`src/rtl/seq_pkg.sv`:
```
// Shared definitions for the datapath sequencer: opcodes, instruction field
// positions and the controller state encoding.
package seq_pkg;

  localparam logic [2:0] OP_ADD  = 3'b010;
  localparam logic [2:0] OP_SHL  = 3'b100;
  localparam logic [2:0] OP_ADDI = 3'b110;
  localparam logic [2:0] OP_SUBI = 3'b111;

  localparam int OP_MSB  = 31;
  localparam int OP_LSB  = 29;
  localparam int RS_MSB  = 28;
  localparam int RS_LSB  = 24;
  localparam int RT_MSB  = 23;
  localparam int RT_LSB  = 19;
  localparam int RD_MSB  = 18;
  localparam int RD_LSB  = 14;
  localparam int IMM_MSB = 15;
  localparam int IMM_LSB = 0;

  typedef enum logic [2:0] {
    ST_IDLE   = 3'd0,
    ST_FETCH  = 3'd1,
    ST_DECODE = 3'd2,
    ST_EXEC   = 3'd3,
    ST_WB     = 3'd4,
    ST_DONE   = 3'd5,
    ST_ERROR  = 3'd6
  } state_t;

endpackage

```
`src/rtl/instr_field_decode.sv`:
```
// Combinational split of the latched instruction word into register fields,
// immediate and format/legality flags.
module instr_field_decode
  import seq_pkg::*;
(
  input  logic [31:0] ir,
  output logic [2:0]  op,
  output logic [4:0]  rs,
  output logic [4:0]  rt,
  output logic [4:0]  rd,
  output logic [15:0] imm,
  output logic        is_rtype,
  output logic        is_itype,
  output logic        is_end,
  output logic        is_illegal
);

  always_comb begin
    op         = ir[OP_MSB:OP_LSB];
    rs         = ir[RS_MSB:RS_LSB];
    rt         = ir[RT_MSB:RT_LSB];
    rd         = ir[RD_MSB:RD_LSB];
    imm        = ir[IMM_MSB:IMM_LSB];
    is_rtype   = (op == OP_ADD) || (op == OP_SHL);
    is_itype   = (op == OP_ADDI) || (op == OP_SUBI);
    is_end     = (ir == 32'd0);
    // opcode 000 with stray bits set is treated like any other unknown opcode
    is_illegal = !is_rtype && !is_itype && !is_end;
  end

endmodule

```
`src/rtl/datapath_sequencer.sv`:
```
// Multi-cycle controller: fetches instruction words from the decoder, then
// sequences register read, ALU execute and register write-back.
module datapath_sequencer
  import seq_pkg::*;
#(
  parameter int PROG_LEN    = 32,
  parameter int EXEC_CYCLES = 1
) (
  input  logic        clk,
  input  logic        reset,
  input  logic        start,
  input  logic [31:0] instruction,
  output logic        fetch_en,
  output logic [4:0]  rf_ra,
  output logic [4:0]  rf_rb,
  output logic [4:0]  rf_wa,
  output logic        rf_we,
  output logic [2:0]  alu_op,
  output logic        alu_src_imm,
  output logic [31:0] imm_ext,
  output logic        busy,
  output logic        done,
  output logic        illegal,
  output logic [5:0]  instr_count,
  output logic [2:0]  state_dbg
);

  localparam logic [3:0] EXEC_LOAD  = 4'(EXEC_CYCLES - 1);
  localparam logic [6:0] PROG_LEN_W = 7'(PROG_LEN);

  state_t      state, state_nx;
  logic [31:0] ir;
  logic [3:0]  exec_cnt;
  logic [5:0]  count_q;

  logic [2:0]  op;
  logic [4:0]  rs, rt, rd, dest;
  logic [15:0] imm;
  logic        is_rtype, is_itype, is_end, is_illegal;
  logic        run_start, last_retire;

  instr_field_decode u_decode (
    .ir         (ir),
    .op         (op),
    .rs         (rs),
    .rt         (rt),
    .rd         (rd),
    .imm        (imm),
    .is_rtype   (is_rtype),
    .is_itype   (is_itype),
    .is_end     (is_end),
    .is_illegal (is_illegal)
  );

  assign dest        = is_rtype ? rd : rt;
  assign run_start   = start && ((state == ST_IDLE) || (state == ST_DONE));
  assign last_retire = ({1'b0, count_q} + 7'd1) == PROG_LEN_W;

  always_ff @(posedge clk or posedge reset) begin
    if (reset) begin
      state    <= ST_IDLE;
      ir       <= 32'd0;
      exec_cnt <= 4'd0;
      count_q  <= 6'd0;
    end else begin
      state <= state_nx;
      if (state == ST_FETCH) ir <= instruction;
      if (state == ST_DECODE)
        exec_cnt <= EXEC_LOAD;
      else if ((state == ST_EXEC) && (exec_cnt != 4'd0))
        exec_cnt <= exec_cnt - 4'd1;
      if (run_start)
        count_q <= 6'd0;
      else if ((state == ST_WB) && ({1'b0, count_q} < PROG_LEN_W))
        count_q <= count_q + 6'd1;
    end
  end

  always_comb begin
    state_nx = state;
    case (state)
      ST_IDLE:   if (start) state_nx = ST_FETCH;
      ST_FETCH:  state_nx = ST_DECODE;
      ST_DECODE: begin
        if (is_end)          state_nx = ST_DONE;
        else if (is_illegal) state_nx = ST_ERROR;
        else                 state_nx = ST_EXEC;
      end
      ST_EXEC:   if (exec_cnt == 4'd0) state_nx = ST_WB;
      ST_WB:     state_nx = last_retire ? ST_DONE : ST_FETCH;
      ST_DONE:   if (start) state_nx = ST_FETCH;
      ST_ERROR:  state_nx = ST_ERROR;
      default:   state_nx = ST_IDLE;
    endcase
  end

  always_comb begin
    fetch_en    = (state == ST_FETCH);
    rf_ra       = 5'd0;
    rf_rb       = 5'd0;
    rf_wa       = 5'd0;
    rf_we       = 1'b0;
    alu_op      = 3'd0;
    alu_src_imm = 1'b0;
    imm_ext     = 32'd0;
    // datapath controls follow IR from DECODE until write-back completes
    if ((state == ST_DECODE) || (state == ST_EXEC) || (state == ST_WB)) begin
      rf_ra       = rs;
      rf_rb       = is_rtype ? rt : 5'd0;
      rf_wa       = dest;
      alu_op      = op;
      alu_src_imm = is_itype;
      imm_ext     = {16'd0, imm};
      rf_we       = (state == ST_WB) && (dest != 5'd0);
    end
    busy        = (state == ST_FETCH) || (state == ST_DECODE) ||
                  (state == ST_EXEC)  || (state == ST_WB);
    done        = (state == ST_DONE);
    illegal     = (state == ST_ERROR);
    instr_count = count_q;
    state_dbg   = state;
  end

endmodule

```
`config.mk`:
```
export PLATFORM = sky130hd
export DESIGN_NAME = datapath_sequencer
export DESIGN_NICKNAME = d
export VERILOG_FILES = /design/src/rtl/seq_pkg.sv /design/src/rtl/instr_field_decode.sv /design/src/rtl/datapath_sequencer.sv
export SDC_FILE = /design/constraint.sdc
export NUM_CORES = 1
export LEC_CHECK = 0
export ABC_AREA = 1
export CORE_ASPECT_RATIO = 1.1
export CORE_UTILIZATION = 44
export DETAILED_ROUTE_END_ITERATION = 16
export PLACE_DENSITY = 0.81
export SYNTH_ARGS = -nofsm -noshare
export SYNTH_HDL_FRONTEND = slang
export SYNTH_SLANG_ARGS = --single-unit
export TNS_END_PERCENT = 100
```
`constraint.sdc`:
```
create_clock -name clk -period 1.6 [get_ports clk]
set_input_delay 0.24 -clock clk [delete_from_list [all_inputs] [get_ports clk]]
set_output_delay 0.24 -clock clk [all_outputs]
set_load 0.05 [all_outputs]
```
# Word level (Yosys, flattened, before mapping)
# Cells that the tools add are included.
# classes
addsub	3
order_cmp	1
n_mux	19
n_reduce_logical	26
eq_ne	13
# op_table
operator	count
$logic_not 32->1	1
$mux 5	5
$eq 3x3->1 const B	6
$mux 3	6
$pmux 3 s6	1
$mux 16	1
$mux 6	2
$eq 3x2->1 const B	3
$logic_or 1x1->1	8
$mux 4	2
$add 6x1->7 const B	1
$eq 7x6->1 const B	1
$add 6x1->6 const B	1
$logic_and 1x1->1	6
$lt 6x6->1 const B	1
$reduce_bool 5->1	1
$logic_not 4->1	1
$ne 2x1->1 const B	2
$reduce_bool 2->1	2
$reduce_bool 4->1	1
$sub 4x1->4 const B	1
$eq 3x1->1 const B	1
$logic_not 1->1	3
$logic_not 3->1	1
other kinds (3)	4
# word_totals
word_cells	66
regBits	45
output_inout_bits	65

# Logic depth before layout (Yosys ltp)
# Gate-level depths: netlist of the first run.
# depth
depth_word	8
ltp_mapped	12

# Modules after synthesis
# A second synthesis of the first run with hierarchy kept.
# unflattened
hier_cells	435
area_unflattened_um2	2947.8
# modules_own_cells
mod	n_inst	area_per_inst_um2	cells_per_inst
datapath_sequencer	1	2543.7	364
instr_field_decode	1	404.1	71

# Worst setup path after synthesis of the first run
# Ideal clock, no wire load.
# synth_timing
path_type	reg2out
start	register state[2] (netlist: state_dbg[2])
end	output port rf_rb[0]
path_buffers	1
setup_slack_ps	-945
arrival_time_ps	2305
required_ps	1360
path_stages_with_launch	6
path_cell_list	dfrtp_1 buf_4 inv_2 nor2_4 a21oi_4 nor3_1
# synth_via
elab_chain_len	4
elab_cells_between_ends	6
cone_classes	3 x eq/ne; 1 x mux; 2 x reduce/logical
# synth_lines
item	line	source
start, declared	datapath_sequencer.sv:31	state_t state, state_nx;
start signal, assigned	datapath_sequencer.sv:66	state <= state_nx;
$eq 3x2->1	datapath_sequencer.sv:107	if ((state == ST_DECODE) || (state == ST_EXEC) || (state == ST_WB)) begin
$logic_or 1x1->1	datapath_sequencer.sv:107	
$logic_or 1x1->1 (*)	datapath_sequencer.sv:107	
$mux 5 (*)	datapath_sequencer.sv:107	
end, declared	datapath_sequencer.sv:15	output logic [4:0] rf_rb,
# Every way passes the cells marked *; elsewhere a longest branch is shown, timed or not.

# Worst setup path after layout of the first run
# layout_timing
start	register ir[31]
end	output port rf_we
# layout_via
elab_chain_len	6
elab_cells_between_ends	7
cone_classes	2 x eq/ne; 2 x mux; 3 x reduce/logical
# layout_lines
item	line	source
start, declared	datapath_sequencer.sv:32	logic [31:0] ir;
start signal, assigned	datapath_sequencer.sv:67	if (state == ST_FETCH) ir <= instruction;
$eq 3x2->1 / $eq 3x3->1 (equally long branches)	instr_field_decode.sv:24	is_rtype = (op == OP_ADD) || (op == OP_SHL);
$logic_or 1x1->1 (*)	instr_field_decode.sv:24	
$mux 5 (*)	datapath_sequencer.sv:55	assign dest = is_rtype ? rd : rt;
$reduce_bool 5->1 (*)	datapath_sequencer.sv:114	rf_we = (state == ST_WB) && (dest != 5'd0);
$logic_and 1x1->1 (*)	datapath_sequencer.sv:114	
$mux 1 (*)	datapath_sequencer.sv:107	
end, declared	datapath_sequencer.sv:17	output logic rf_we,
# Marks and branches as above.

==> run metrics, run 1 <==
DP HPWL 4.86 mm; Lkg Pwr 2.03 nW; fmax 0.505 GHz; min cycle time layout between 1500 and 2000 ps; Clk Latency, worst-skew pair 300 ps; CTS Buf Count 5; final worst-path cycle share 124%; total grt overflow 0; Syn. warnings 0; Sink Count 45; non-filler cells, final 541; dpl ws -219 ps; reg2reg start ir[31]$_DFFE_PP0P_; max-cap viol count 0; PnR Total Power 0.0108 W; Die Wd 74.7 µm; Max clock buf depth 2; synth unique cells 28; Crit Path Class reg2out; Die Y between 80 and 90 µm; Cell Area, Synth 2560 µm²; most frequent CP cell nor2_4; CP Data Arrival Time about 1700 ps; Inst Count DP 519; Synth area leaders dfrtp_1 (44%), nand2_1 (13%), nor2_1 (8.1%), o21ai_0 (7.8%), inv_1 (7.0%); GRT Overall Usage 26.2%; Mapped Cells 351; Worst Path Required about 1400 ps; CP startpoint kind flip-flop; n_diodes 0; Final Max Tran Viols 0; Worst-path clk slew roughly 80 ps; WL per Instance 14.0 µm; sequential share of the synthesized area 44.0%; deepest level of the CTS H-tree 2; setup TNS -8770 ps; slowest library cell on the worst path dfrtp_1; Max VDD drop 1.47 mV; CTS tree done; status complete, but fails checks; Syn-to-layout area delta 70.0%; failing checks negative setup slack; switching portion of total power 52.2%; DP Area approximately 3800 µm²; Synth area leader dfrtp_1; Sequential Power Share 18.4%; Setup violations, final 36; Finished Cell Area ~4400 µm²; first-pass GRT wire length between 10 and 15 mm; port buffer count 83; num ports 100; P_int 0.00517 W; vias per cell between 4 and 5; initial antenna violation count 0; Max stage delay on crit path 430 ps; DRT antenna net count 0; Pwr Density between 2000 and 2500 nW/µm²; worst hold path type in2async; Clock Tree Root clkbuf_8; final net count 503; number of synthesized register bits 45; pin count of the biggest net entering global routing 28; DR pass1 iterations 4; Post-Syn Area per Cell 7.29 µm²; Total Wirelength 7.59 mm; Core Box Area 5500 µm²; CP Capture Type output port; Row Count 28; PnR worst setup slack -381 ps; CP Max Fanout 6; Net Sw Power 0.00565 W; Synth top area share between 40% and 50%; DRC viols 0; vias in the first global route about 2700; Initial Utilization 46.5%; Starting DRT DRC Count roughly 130; combinational share of power 74.0%; die footprint roughly 6000 µm²; gpl congestion 0.812; CP cell instances nor2_4 -> nor2_4 -> nand2_4 -> nand2_1 -> o21ai_1 -> nand2_1 -> nor2_4 -> a21oi_4 -> buf_6; vias post-DR 2675; CTS hold repair buffers 0; Worst setup startpoint ir[31]$_DFFE_PP0P_; most frequent cells in the layout nand2_1 (81), inv_1 (42), dfrtp_1 (39); final setup skew just under 8 ps; most common cell after layout, fill and taps aside nand2_1; RSZ-0062 raised after global routing yes; layout cells sized above 1 36.1%; FILL cells 338; clock share of power under 10%; final hold vios 0
-- cells by family after synthesis --
group / after synthesis / synth area share [%]
and+or+nand+nor: 167 / 27.2
AOI/OAI and AO/OA: 57 / 12.1
adders and majority gates: 2 / 0.977
xor gates and xnor gates: 1 / 0.342
DFF: 45 / 44.0
buffers and inverters: 78 / 15.3
other: 1 / 0.146
-- critical path: cells and delay by family, from the launching register on --
family / cells / cell delay, ps
and+or+nand+nor: 6 / 670
DFF: 1 / 430
AOI/OAI and AO/OA: 2 / 190
buffers and inverters: 1 / 150
-- sequential cells by signal, summed over array words and instances (netlist names) --
register and cells:
exec_cnt 4, instr_count 6, state_dbg 3, ir 32
-- metrics by stage --
stage | utilization (%) | hold slack (ps)
global placement | 69.7 | 466
finish | 79.1 | 228
global route | 79.1 | 245
detailed placement | 69.7 | 468
floorplan | - | 357
CTS | 78.0 | 233
-- layout make-up --
cell class	instances	area (µm²)	share of cell area, %
multi-input combinational	244	1470	33.7
sequential	45	1130	26.0
clock inverter	2	35.0	0.805
inverter	51	204	4.69
clock buffer	5	68.8	1.58
tap	75	93.8	2.16
timing repair buffer	119	1350	31.1
-- routing by layer --
| metal | track usage (%) | share of wire (%) | vias to the layer above |
|---|---|---|---|
| met5 | 0 | 0 | - |
| met1 | 29.6 | 39 | 1269 |
| li1 | - | - | 1287 |
| met2 | 47.7 | 52 | 100 |
| met4 | 9.62 | 2.9 | 0 |
| met3 | 6.13 | 5.4 | 19 |
-- path summary, 6_finish.rpt --
kind                                                    to  slack, ps  depth (start not counted)
worst max-delay path                                 rf_we       -380                          9
worst min-delay path            instr_count[5]$_DFFE_PP0P_        230                          2
worst max register to register    state_dbg[0]$_DFFE_PP0P_         60                         10
worst min register to register     exec_cnt[3]$_DFFE_PP0P_        500                          1
max in group asynchronous               ir[30]$_DFFE_PP0P_        920                          3
min in group clk                        ir[18]$_DFFE_PP0P_        490                          3
-- power by group through the flow --
stage	clock [W]	sequential (W)	combinational, W
final	0.000825	0.00199	0.00800
after CTS	0.000840	0.00198	0.00779
after floorplan	0	0.00216	0.00465
after global placement	0	0.00194	0.00657
after detailed placement	0	0.00197	0.00670
after global routing	0.000896	0.00205	0.00846
-- cells in the mapped netlist, drive strengths merged --
master  count
nand2      89
nor2       60
inv        51
dfrtp      45
o21ai      44
buf        25
a21oi       9
nand3       9
nor3        6
o22ai       3
clkbuf      2
ha          2
nand3b      2
a31oi       1
conb        1
nand4       1
xor2        1
-- what timing repair did --
| item | 4_1_cts | 5_1_grt |
|---|---|---|
| setup endpoints to repair | 38 | 50 |
| pin swaps | 11 | 6 |
| setup buffers | 10 | 4 |
| cloned | 4 | 0 |
| gates resized for setup | 55 | 23 |
Power figures use the tool's default switching activity.
==> run 2, diff against run 1 <==
--- a/config.mk
+++ b/config.mk
@@ -7,9 +7,8 @@
 export LEC_CHECK = 0
 export ABC_AREA = 1
 export CORE_ASPECT_RATIO = 1.1
-export CORE_UTILIZATION = 44
+export CORE_UTILIZATION = 30
 export DETAILED_ROUTE_END_ITERATION = 16
-export PLACE_DENSITY = 0.81
 export SYNTH_ARGS = -nofsm -noshare
 export SYNTH_HDL_FRONTEND = slang
 export SYNTH_SLANG_ARGS = --single-unit
==> run metrics, run 2 (synthesized netlist as in run 1, its figures left out) <==
max-cap viol count 0; gpl congestion 0.808; CP Capture Type output port; layout cells sized above 1 38.2%; Sequential Power Share 17.9%; total grt overflow 0; min cycle time layout 1900 ps; DR pass1 iterations 4; PnR Total Power 0.0110 W; Setup violations, final 36; Core Box Area 8080 µm²; pin count of the biggest net entering global routing 23; deepest level of the CTS H-tree 2; switching portion of total power about half; Worst Path Required between 1000 and 1500 ps; Clock Tree Root clkbuf_8; Final Max Tran Viols 0; Initial Utilization 31.7%; fmax 0.526 GHz; final net count slightly above 500; CTS tree done; Inst Count DP 561; WL per Instance 12.1 µm; most frequent cells in the layout nand2_1 (76), inv_1 (42), o21ai_0 (38), dfrtp_1 (38), buf_4 (37); Top reg by flops ir; num ports 100; Starting DRT DRC Count 93; most common cell after layout, fill and taps aside nand2_1; DP Area 4030 µm²; CP cell instances nor2_4 -> nor2_4 -> nand2_4 -> o21ai_4 -> nand2_2 -> nor2_4 -> a21oi_4 -> buf_6; first-pass GRT wire length about 12 mm; worst hold path type in2async; vias post-DR 2602; P_int 0.00536 W; CP Data Arrival Time 1660 ps; clock share of power roughly 7.2%; CP Max Fanout 6; FILL cells about 760; Die Y approximately 99 µm; combinational share of power 74.8%; Sink Count 45; n_diodes 0; failing checks negative setup slack; DRT antenna net count 0; slowest library cell on the worst path dfrtp_2; port buffer count 83; DP HPWL 5.41 mm; setup TNS -7370 ps; Crit Path Class reg2out; Max stage delay on crit path 420 ps; vias per cell around 4.5; Clk Latency, worst-skew pair 290 ps; RSZ-0062 raised after global routing yes; Lkg Pwr between 2 and 2.5 nW; Max VDD drop 1.23 mV; Max clock buf depth 2; final setup skew 9.19 ps; vias in the first global route ~2700; die footprint between 8000 and 9000 µm²; Row Count 34; Bufs and invs on worst path 1; Worst-path clk slew 90 ps; Net Sw Power 0.00563 W; Die Wd 90.1 µm; Finished Cell Area 4500 µm²; DRC viols 0; Total Wirelength 7.06 mm; status complete, but fails checks; non-filler cells, final 582; final hold vios 0; most frequent CP cell nor2_4; CTS Buf Count 5; critical path's top delay family simple AND/OR/NAND/NOR gates; GRT Overall Usage about 16%; CP startpoint kind flip-flop; max reg flops 32; PnR worst setup slack -302 ps; final worst-path cycle share 119%; Pwr Density 2440 nW/µm²; reg2reg start state_dbg[0]$_DFFE_PP0P_; Worst setup startpoint ir[30]$_DFFE_PP0P_; initial antenna violation count 0; Syn-to-layout area delta 75.7%
run 2: changes by cell type in the layout (fill, tap and decap cells not counted), moves of 3 or more:
| cell | before | now |
|---|---|---|
| buf_6 | 34 | 29 |
| nand2_1 | 81 | 76 |
| buf_12 | 14 | 18 |
| nand2_2 | 5 | 8 |
| buf_8 | 4 | 8 |
| buf_4 | 31 | 37 |
run 2: routing by layer:
metal  vias to the layer above  GRT usage [%]  routed length (µm)
met4                         0           2.85                  31
met2                        88           28.7                3550
met5                         -              0                   0
met3                         4           3.78                 481
li1                       1300              -                   -
met1                      1210           21.1                3000
run 2: worst paths after layout:
path                                            to  slack (ps)  cells past startpoint
setup / recovery                             rf_we        -300                      8
hold / removal                  ir[29]$_DFFE_PP0P_         180                      2
setup reg to reg           exec_cnt[2]$_DFFE_PP0P_          90                      9
hold reg to reg            exec_cnt[3]$_DFFE_PP0P_         480                      1
max in group asynchronous        ir[5]$_DFFE_PP0P_         920                      3
min in group clk           exec_cnt[3]$_DFFE_PP0P_         480                      1
run 2: layout make-up:
cell class | count | area [µm²] | share of cell area, %
timing repair buffer | 126 | 1430 | 31.7
multi-input combinational | 244 | 1500 | 33.3
inverter | 51 | 199 | 4.42
tap | 108 | 135 | 3.00
clock inverter | 1 | 8.76 | 0.195
clock buffer | 7 | 96.3 | 2.14
sequential | 45 | 1130 | 25.2
run 2: timing repair:
action | 4_1_cts | 5_1_grt
endpoints found under the setup margin | 39 | 41
cloned | 1 | 0
hold buffers | 0 | 0
setup buffers | 9 | 6
gates resized for setup | 57 | 21
pin swaps | 18 | 7
run 2: power groups by stage:
stage                     logic, W  clock network, W  registers, W
after floorplan            0.00465                 0       0.00216
after global placement     0.00722                 0       0.00195
after detailed placement   0.00730                 0       0.00197
after CTS                  0.00801          0.000825       0.00197
after global routing       0.00878          0.000861       0.00204
final                      0.00822          0.000795       0.00197
run 2: through the flow:
stage,hold WS [ps],utilization [%],worst slack (ps)
after floorplan,357,-,-207
after global placement,469,49.8,-101
after detailed placement,471,49.8,-205
after CTS,185,54.4,-345
after global routing,187,55.7,-387
final,179,55.7,-302
run 2: worst reg2reg max path, stage by stage (launching register included):
cell and delay, ps:
dfrtp_2 370, inv_2 50, buf_4 120, buf_4 140, nor3_2 180, nand2_1 190
inv_1 120, nand2_1 70, o22ai_1 110, a21oi_1 60
==> run 3, diff against run 2 <==
--- a/config.mk
+++ b/config.mk
@@ -9,6 +9,7 @@
 export CORE_ASPECT_RATIO = 1.1
 export CORE_UTILIZATION = 30
 export DETAILED_ROUTE_END_ITERATION = 16
+export PLACE_DENSITY = 0.61
 export SYNTH_ARGS = -nofsm -noshare
 export SYNTH_HDL_FRONTEND = slang
 export SYNTH_SLANG_ARGS = --single-unit
==> run metrics, run 3 (synthesized netlist as in run 1, its figures left out) <==
Crit Path Class reg2out; worst hold path type in2async; most frequent CP cell buf_6; Core Box Area just over 8000 µm²; slowest library cell on the worst path dfrtp_2; Max VDD drop 1.42 mV; n_diodes 0; failing checks negative setup slack; Initial Utilization 31.7%; Row Count 34; CP startpoint kind flip-flop; pin count of the biggest net entering global routing 42; final setup skew between 4 and 5 ps; max-cap viol count 0; total grt overflow 0; fmax between 0.5 and 0.6 GHz; final hold vios 0; deepest level of the CTS H-tree 2; non-filler cells, final ~570; Max clock buf depth 2; num ports 100; Hold Slack 137 ps; DP Area 3920 µm²; Finished Cell Area 4430 µm²; Lkg Pwr 2.03 nW; vias per cell ~4.4; CTS Buf Count 5; FILL cells ~750; DP HPWL 4.89 mm; Top reg by flops ir; Worst-path clk slew 90 ps; CTS tree done; Clk Latency, worst-skew pair 290 ps; PnR worst setup slack -290 ps; Die Wd 90.1 µm; min cycle time layout 1890 ps; port buffer count 83; first-pass GRT wire length about 12 mm; max reg flops 32; initial antenna violation count 0; Clock Tree Root clkbuf_8; gpl congestion 0.813; layout cells sized above 1 a little over a third; vias post-DR ~2500; Starting DRT DRC Count 71; DR pass1 iterations 4; CP Max Fanout 7; most frequent cells in the layout nand2_1 (79), inv_1 (43), dfrtp_1 (39); die footprint 8910 µm²; Final Max Tran Viols 0; final net count approximately 500; CP cell instances inv_4 -> nand2_4 -> nor2_4 -> a21oi_4 -> buf_6 -> buf_16 -> nor3_4 -> buf_6; Worst Path Required 1360 ps; vias in the first global route 2535; Die Y 98.9 µm; CP Data Arrival Time 1650 ps; RSZ-0062 raised after global routing yes; final worst-path cycle share 118%; status complete, but fails checks; Max stage delay on crit path around 440 ps; DRC viols 0; DRT antenna net count 0; setup TNS -8730 ps; Inst Count DP roughly 550; Sink Count 45; WL per Instance 12.1 µm; Syn-to-layout area delta 72.9%; Total Wirelength 6.95 mm; Setup violations, final 37; CP Capture Type output port; CTS hold repair buffers 0; Pwr Density 2440 nW/µm²; most common cell after layout, fill and taps aside nand2_1; GRT Overall Usage 16.3%
-- run 3: changes by cell type in the layout (fill, tap and decap cells not counted), moves of 2 or more --
cell      previous run  this run
buf_12              18        15
buf_16               0         4
buf_4               37        28
clkbuf_1             0         2
clkbuf_8             7         5
inv_2                7         4
nand2_1             76        79
nand2_2              8         6
-- run 3: worst paths after layout --
| check | cells past startpoint | endpoint | slack (ps) | start |
|---|---|---|---|---|
| min reg2reg | 1 | exec_cnt[3]$_DFFE_PP0P_ | 480 | exec_cnt[3]$_DFFE_PP0P_ |
| min | 2 | ir[8]$_DFFE_PP0P_ | 140 | reset |
| min in group clk | 1 | exec_cnt[3]$_DFFE_PP0P_ | 480 | exec_cnt[3]$_DFFE_PP0P_ |
| max | 8 | rf_rb[3] | -290 | state_dbg[1]$_DFFE_PP0P_ |
| max in group asynchronous | 3 | state_dbg[1]$_DFFE_PP0P_ | 1000 | reset |
| max reg2reg | 8 | ir[19]$_DFFE_PP0P_ | 150 | state_dbg[1]$_DFFE_PP0P_ |
-- run 3: where the power goes --
group	switching [W]	internal [W]
registers	0.000354	0.00163
clock network	0.000387	0.000310
logic	0.00482	0.00331
total	0.00556	0.00525
-- run 3: cell type report --
cell class                 count  area, µm²  area share, %
inverter                      51        206           4.66
clock buffer                   7       76.3           1.72
sequential                    45       1130           25.6
timing repair buffer         118       1400           31.7
tap                          108        135           3.05
multi-input combinational    244       1460           33.1
clock inverter                 1       7.51          0.170
-- run 3: critical path, delay by kind of cell, from the launching register on --
kind                   cells  cell delay, ps
buffers and inverters      4             520
AOI/OAI and AO/OA          1              60
DFF                        1             440
and+or+nand+nor            3             320
-- run 3: timing repair --
item                                    4_1_cts  5_1_grt
setup buffers                                 7        5
pin swaps                                    11       14
cloned                                        5        0
endpoints found under the setup margin       39       42
resized for setup                            62       13
-- run 3: routing by layer --
metal / global-route usage (%) / vias to the layer above / wire length (µm)
met3: 3.78 / 4 / 414
met5: 0 / - / 0
met2: 28.2 / 77 / 3320
met4: 3.35 / 0 / 53
met1: 21.0 / 1141 / 3160
li1: - / 1289 / -
-- run 3: through the flow --
stage / total power, W / setup WS (ps) / utilization (%)
finish: 0.0108 / -290 / 54.8
global route: 0.0115 / -381 / 54.8
CTS: 0.0108 / -337 / 54.3
detailed placement: 0.00883 / -149 / 48.5
global placement: 0.00878 / -104 / 48.5
floorplan: 0.00680 / -207 / -
